[src/rtl/bet_collector_if.sv]
// Bet collector bus: keyboard/chip inputs in, packed bet buffer and status out.
// Latency: wires only; timing is set by the collector behind the slave modport.
// Backpressure: none; refused keys are reported on the rejected pulse.
interface bet_collector_if #(
    parameter int MAX_BETS = 12
);
    logic                    rx_valid;
    logic [5:0]              bet_opcode;
    logic [2:0]              chip_color;
    logic                    spin_done;
    logic [8*MAX_BETS-1:0]   bets_flat;
    logic [4:0]              bet_count;
    logic                    full;
    logic                    spin_req;
    logic                    spinning;
    logic                    bet_ack;
    logic                    rejected;

    modport slave (
        input  rx_valid, bet_opcode, chip_color, spin_done,
        output bets_flat, bet_count, full, spin_req, spinning, bet_ack, rejected
    );

    modport master (
        output rx_valid, bet_opcode, chip_color, spin_done,
        input  bets_flat, bet_count, full, spin_req, spinning, bet_ack, rejected
    );
endinterface

[src/rtl/bet_collector.sv]
// Bet collector: latches validated keyboard bets into a packed slot buffer and sequences spins.
// Latency: every output is registered; a key's effect appears one cycle after its rx_valid cycle.
// Backpressure: none; refused keys (no chip, buffer full, locked during spin) pulse rejected.
module bet_collector #(
    parameter int          MAX_BETS    = 12,
    parameter int          HOLD_CYCLES = 100000000,
    parameter logic [5:0]  SPIN_OPCODE = 6'b111110,
    parameter logic [5:0]  NONE_OPCODE = 6'b111111
) (
    input  logic             clock,
    input  logic             reset,
    bet_collector_if.slave   bus
);
    typedef enum logic [1:0] {COLLECT, SPIN, CLEAR} state_t;

    state_t                state;
    state_t                state_next;
    logic [8*MAX_BETS-1:0] bets_q;
    logic [4:0]            count_q;
    logic [26:0]           hold_q;
    logic                  ack_q;
    logic                  spin_req_q;
    logic                  rejected_q;
    logic                  full_int;
    logic                  is_bet;
    logic                  accept;
    logic                  spin_go;
    logic                  reject;
    logic                  clear_buf;

    assign full_int = (count_q == 5'(MAX_BETS));
    assign is_bet   = (bus.bet_opcode != SPIN_OPCODE) && (bus.bet_opcode != NONE_OPCODE);

    // State register.
    always_ff @(posedge clock or posedge reset) begin
        if (reset) begin
            state <= COLLECT;
        end else begin
            state <= state_next;
        end
    end

    // Next-state and per-cycle decisions: accept, spin, reject, clear.
    always_comb begin
        state_next = state;
        accept     = 1'b0;
        spin_go    = 1'b0;
        reject     = 1'b0;
        clear_buf  = 1'b0;
        case (state)
            COLLECT: begin
                if (bus.rx_valid) begin
                    if (bus.bet_opcode == SPIN_OPCODE) begin
                        if (count_q != 5'd0) begin
                            spin_go    = 1'b1;
                            state_next = SPIN;
                        end else begin
                            reject = 1'b1;
                        end
                    end else if (is_bet) begin
                        if (bus.chip_color[2] && !full_int) begin
                            accept = 1'b1;
                        end else begin
                            reject = 1'b1;
                        end
                    end
                end
            end
            SPIN: begin
                // Buffer is locked; every key is refused, even alongside spin_done.
                reject = bus.rx_valid;
                if (bus.spin_done) begin
                    state_next = CLEAR;
                end
            end
            CLEAR: begin
                reject     = bus.rx_valid;
                clear_buf  = 1'b1;
                state_next = COLLECT;
            end
            default: begin
                state_next = COLLECT;
            end
        endcase
    end

    // Bet buffer, count and one-cycle status pulses.
    always_ff @(posedge clock or posedge reset) begin
        if (reset) begin
            bets_q     <= '0;
            count_q    <= 5'd0;
            spin_req_q <= 1'b0;
            rejected_q <= 1'b0;
        end else begin
            spin_req_q <= spin_go;
            rejected_q <= reject;
            if (clear_buf) begin
                bets_q  <= '0;
                count_q <= 5'd0;
            end else if (accept) begin
                for (int i = 0; i < MAX_BETS; i++) begin
                    if (count_q == 5'(i)) begin
                        bets_q[8*i +: 8] <= {bus.chip_color[1:0], bus.bet_opcode};
                    end
                end
                count_q <= count_q + 5'd1;
            end
        end
    end

    // Acknowledge hold: reload on each accept, drop when the counter reaches zero.
    always_ff @(posedge clock or posedge reset) begin
        if (reset) begin
            hold_q <= 27'd0;
            ack_q  <= 1'b0;
        end else if (accept) begin
            hold_q <= 27'(HOLD_CYCLES);
            ack_q  <= (HOLD_CYCLES != 0);
        end else if (hold_q != 27'd0) begin
            hold_q <= hold_q - 27'd1;
            ack_q  <= (hold_q != 27'd1);
        end
    end

    assign bus.bets_flat = bets_q;
    assign bus.bet_count = count_q;
    assign bus.full      = full_int;
    assign bus.spin_req  = spin_req_q;
    assign bus.spinning  = (state == SPIN);
    assign bus.bet_ack   = ack_q;
    assign bus.rejected  = rejected_q;
endmodule
[src/flat_wrapper.sv]
// flat-port wrapper written by rule: the top's interface ports become plain ports
module bet_collector_flat 
#(
    parameter int          MAX_BETS    = 12,
    parameter int          HOLD_CYCLES = 100000000,
    parameter logic [5:0]  SPIN_OPCODE = 6'b111110,
    parameter logic [5:0]  NONE_OPCODE = 6'b111111
)
  (clock, reset, bus_rx_valid, bus_bet_opcode, bus_chip_color, bus_spin_done, bus_bets_flat, bus_bet_count, bus_full, bus_spin_req, bus_spinning, bus_bet_ack, bus_rejected);
  bet_collector_if #(.MAX_BETS(MAX_BETS)) bus_i ();
  input  logic clock;
  input  logic reset;
  input wire logic [$bits(bus_i.rx_valid)-1:0] bus_rx_valid;
  input wire logic [$bits(bus_i.bet_opcode)-1:0] bus_bet_opcode;
  input wire logic [$bits(bus_i.chip_color)-1:0] bus_chip_color;
  input wire logic [$bits(bus_i.spin_done)-1:0] bus_spin_done;
  output wire logic [$bits(bus_i.bets_flat)-1:0] bus_bets_flat;
  output wire logic [$bits(bus_i.bet_count)-1:0] bus_bet_count;
  output wire logic [$bits(bus_i.full)-1:0] bus_full;
  output wire logic [$bits(bus_i.spin_req)-1:0] bus_spin_req;
  output wire logic [$bits(bus_i.spinning)-1:0] bus_spinning;
  output wire logic [$bits(bus_i.bet_ack)-1:0] bus_bet_ack;
  output wire logic [$bits(bus_i.rejected)-1:0] bus_rejected;
  assign bus_i.rx_valid = bus_rx_valid;
  assign bus_i.bet_opcode = bus_bet_opcode;
  assign bus_i.chip_color = bus_chip_color;
  assign bus_i.spin_done = bus_spin_done;
  assign bus_bets_flat = bus_i.bets_flat;
  assign bus_bet_count = bus_i.bet_count;
  assign bus_full = bus_i.full;
  assign bus_spin_req = bus_i.spin_req;
  assign bus_spinning = bus_i.spinning;
  assign bus_bet_ack = bus_i.bet_ack;
  assign bus_rejected = bus_i.rejected;
  bet_collector #(.MAX_BETS(MAX_BETS), .HOLD_CYCLES(HOLD_CYCLES), .SPIN_OPCODE(SPIN_OPCODE), .NONE_OPCODE(NONE_OPCODE)) u_core (.clock(clock), .reset(reset), .bus(bus_i));
endmodule
[config.mk]
export PLATFORM = sky130hd
export DESIGN_NAME = bet_collector_flat
export DESIGN_NICKNAME = d
export VERILOG_FILES = /design/src/rtl/bet_collector_if.sv /design/src/rtl/bet_collector.sv /design/src/flat_wrapper.sv
export SDC_FILE = /design/constraint.sdc
export NUM_CORES = 1
export LEC_CHECK = 0
export ABC_AREA = 0
export BUFFER_PORTS_ARGS = -buffer_cell sky130_fd_sc_hd__buf_2
export CAP_MARGIN = 10
export CORE_MARGIN = 1.5
export CORE_UTILIZATION = 35
export CTS_CLUSTER_SIZE = 14
export DETAILED_ROUTE_END_ITERATION = 7
export SYNTH_ARGS = -nofsm -noshare
export SYNTH_HDL_FRONTEND = slang
export SYNTH_SLANG_ARGS = --single-unit
[constraint.sdc]
create_clock -name clock -period 5 [get_ports clock]
set_input_delay 0.5 -clock clock [delete_from_list [all_inputs] [get_ports clock]]
set_output_delay 0.5 -clock clock [all_outputs]
set_load 0.01 [all_outputs]
==> results.txt <==
The DRC violation count after routing came out at 0. The post-cts sizing count came out at 0. The die outline area came out at between 15,000 and 20,000 sq um.

The filler cells instantiated in the layout total 1,699. In the post-synthesis netlist, the biggest area contributors are sky130_fd_sc_hd__dfrtp_1, sky130_fd_sc_hd__nand2_1, sky130_fd_sc_hd__a21oi_1. The final weighted congestion in routability-driven placement is 0.7730. The critical path data required time came out at approximately 5300 ps. The number of standard cells after synthesis came out at about 700. The total buffers and inverters traversed by the critical path came out at 1.

The worst setup slack for register-to-register paths came out at between 1500 and 2000 ps. At the worst endpoint, the arrival time is 3360 ps. The deepest clock path buffer count came out at 2. Summing the sequential cell areas from Yosys gives between 50% and 60% of the chip area. For this run, the leading register cell type out of synthesis is sky130_fd_sc_hd__dfrtp_1. The cell area power density came out at between 400 and 500 nW/um^2. Headroom to the max-slew limit came out at between 20% and 30%. The length in cells of the worst reg-to-reg path came out at 7. The global-route wire length before repair came out at around 26,000 um. Across the routed clock network, the largest skew measured is about 13 ps. The total negative slack for setup checks is 0 ps. The launch point of the worst reg-to-reg path is u_core.hold_q[0]. The mapped netlist covers 6091 sq um. The number of inserted diodes is 0. On the critical path the largest part of the delay comes from simple AND/OR/NAND/NOR gates. Dividing the detail-routed wire length by the instance count gives about 16 um. The core occupancy in the finished layout came out at a little over two fifths. After the first detailed-routing iteration, the DRC count stood at 340. The kind of capture point of the worst setup path is a register. The root buffer cell chosen for the clock tree is sky130_fd_sc_hd__clkbuf_16. The die outline height is 134.9 um.

The total setup violations reported at the end of the flow came out at 0. The worst hold path belongs to the class primary input to asynchronous set/reset pin. The timing-limited maximum frequency came out at between 300 and 400 MHz.

The endpoint identified for the worst register-to-register timing path is u_core.hold_q[7]. The clock-pin slew reported for the worst setup and hold paths after clock tree synthesis is ~60 ps. The synthesized design contains 0 enable-type register cells.

The highest net fanout along the worst path is 12. The worst-path cell with the longest stage delay is sky130_fd_sc_hd__nand4b_1. The cell row count came out at 48. In this run, synthesis produced a sequential element count of approximately 130. The number of hold buffers added after CTS is 0. The fraction of registers with async set or reset after synthesis came out at 100.0%. The max-slew violation count came out at 0. The total clock buffers created by CTS is 17. STA classifies the critical path startpoint as a register.

The post-DP HPWL came out at 10,690 um. The number of primary I/O pins is ~120. The average instance in the mapped netlist occupies between 8 and 9 sq um. For this run, the number of Yosys warnings is 0. Once the clock tree was built, the setup fixing pass inserted 0 buffers. The core box area is 17,180 sq um. The hold violation total from the final report is 0. The die outline width came out at 134.9 um.

The leakage power summed over all cells came out at roughly 3.5 nW. TritonCTS built the clock tree. The detailed-routing iteration count for the pre-antenna-repair pass is 5. The final wirelength is between 15,000 and 20,000 um.

The number of vias per cell after detailed routing came out at 5.021. The number of antenna-violating nets in the routed design is 0. The delay of the slowest cell on the worst path came out at 670 ps. The initial antenna violation count was 0.

The max-cap violation count is 0. The total number of H-tree levels came out at 4. By startpoint and endpoint, the worst setup path is classified as register to register. During placement, the flow inserted port buffers numbering roughly 120. The clock insertion delay at the later pin of the skew report is 420 ps.

By instance count, the leading cell after synthesis is sky130_fd_sc_hd__nand2_1. The post-layout minimum cycle time came out at 3088 ps. The fraction of synthesized cell area taken by the top area cell type is a little over half.

Setup repair after global routing left no endpoint under its margin. The signal on the critical path passes through inv_1 > ha_1 > nor3b_1 > nand4b_1 > o21ai_0 > xor2_1 > nor2_1. For this design, the sink count on the clock tree is 133. The initial utilization of the core area, before any placement, comes to ~35%. The pin count of the biggest net entering global routing is 102. The number of nets in the synthesized netlist is 703. The commonest cells after synthesis are sky130_fd_sc_hd__nand2_1, sky130_fd_sc_hd__dfrtp_1, sky130_fd_sc_hd__a21oi_1.

The number of global-route vias before repair is 4,848. The share of final-layout standard cells stronger than drive strength 1 is 21.77%. After layout, the worst path uses between 60 and 70% of the clock period. The global routing usage summed across all routing layers came out at 18.75%.

The residual overflow from global routing came out at 0. The area growth from synthesis to layout is 22.70%. The count of nets after finishing came out at 800. The flow ran to the end, and the final reports show no timing, DRC or antenna violations. The biggest area contributor in the post-synthesis netlist is sky130_fd_sc_hd__dfrtp_1. The number of distinct library cells after synthesis is between 50 and 60.

Across the VDD grid, the largest voltage drop is between 0.2 and 0.25 mV. At the pin with the least slew margin, the transition time is about 1100 ps. Summing over every cut layer, the via total after detailed routing is 5,096.
==> worst reg2reg max path, cell delays in order (launching register included) <==
cell and delay (ps):
sky130_fd_sc_hd__dfrtp_1 410, sky130_fd_sc_hd__inv_1 110, sky130_fd_sc_hd__ha_1 440, sky130_fd_sc_hd__nor3b_1 600
sky130_fd_sc_hd__nand4b_1 670, sky130_fd_sc_hd__o21ai_0 490, sky130_fd_sc_hd__xor2_1 170, sky130_fd_sc_hd__nor2_1 50
==> cells by family (layout without fill, tap and decap cells) <==
logic type | count (synthesis) | count (layout) | share of synthesized area, %
AO/OA/AOI/OAI | 131 | 131 | 12.22
AND/OR/NAND/NOR | 333 | 333 | 24.82
flip-flops | 133 | 133 | 54.64
multiplexers | 1 | 1 | 0.1643
adder cells (fa/ha/maj) | 10 | 10 | 2.054
buffers and inverters | 54 | 164 | 3.513
XOR/XNOR | 18 | 18 | 2.588
==> metal layers <==
layer	up-vias	global-route usage (%)	part of all wire, %
met3	15	5.255	6.0
met2	130	29.74	48
met1	2466	24.99	45
met4	0	5.735	1.0
met5	-	0	0
li1	2485	-	-
==> sequential cells by signal, indices dropped and copies added (netlist names) <==
| name | cells |
|---|---|
| u_core.bus.bets_flat | 96 |
| u_core.hold_q | 27 |
| u_core.bus.bet_count | 5 |
| u_core.state | 2 |
| u_core.bus.bet_ack | 1 |
| u_core.bus.rejected | 1 |
| u_core.bus.spin_req | 1 |
==> stage by stage <==
stage	hold slack (ps)	total power [mW]	setup slack, ps	instances	instance area [sq um]
after floorplan	456.4	1.771	945.6	680	6091
after global placement	485.7	1.989	2007	983	6828
after detailed placement	491.1	1.993	1906	983	6828
after CTS	167.9	3.364	1918	1015	7473
after global routing	198.9	3.515	1552	1015	7473
final	148.4	3.326	1912	1015	7473
==> area by class of cell <==
cell class	count	area (sq um)	share of cell area (%)
sequential	133	3328	44.53
multi-input combinational	493	2561	34.27
timing repair buffer	121	613.1	8.204
clock buffer	19	452.9	6.061
tap	225	281.5	3.767
clock inverter	13	192.7	2.578
inverter	11	43.79	0.5860
==> report_power, final <==
part           internal [mW]  total (mW)  switching, mW  leakage (nW)
Combinational          0.222       0.659          0.437          1.42
Sequential              1.19        1.31          0.112          1.77
Clock                  0.867        1.36          0.494         0.299
==> worst max-delay path by stage <==
stage	cells after the start	to	start
6_report	7	u_core.hold_q[7]	u_core.hold_q[0]
5_1_grt	7	u_core.hold_q[7]	u_core.hold_q[0]
4_1_cts	7	u_core.hold_q[7]	u_core.hold_q[0]
3_5_place_dp	7	u_core.hold_q[7]	u_core.hold_q[0]
3_3_place_gp	7	u_core.hold_q[7]	u_core.hold_q[0]
2_1_floorplan	1	u_core.bus.bet_ack	reset
==> cell usage in the layout (no fill, tap or decap), drive strengths merged, types with 7 or more instances in the layout <==
cell type / count
nand2: 210
dfrtp: 133
buf: 121
a21oi: 102
nor2: 33
nand3: 19
clkbuf: 19
xor2: 15
inv: 15
and3: 12
ha: 10
nor3b: 8
or4: 8
or2: 7
o21ai: 7
o211ai: 7
Power figures use the tool's default switching activity.
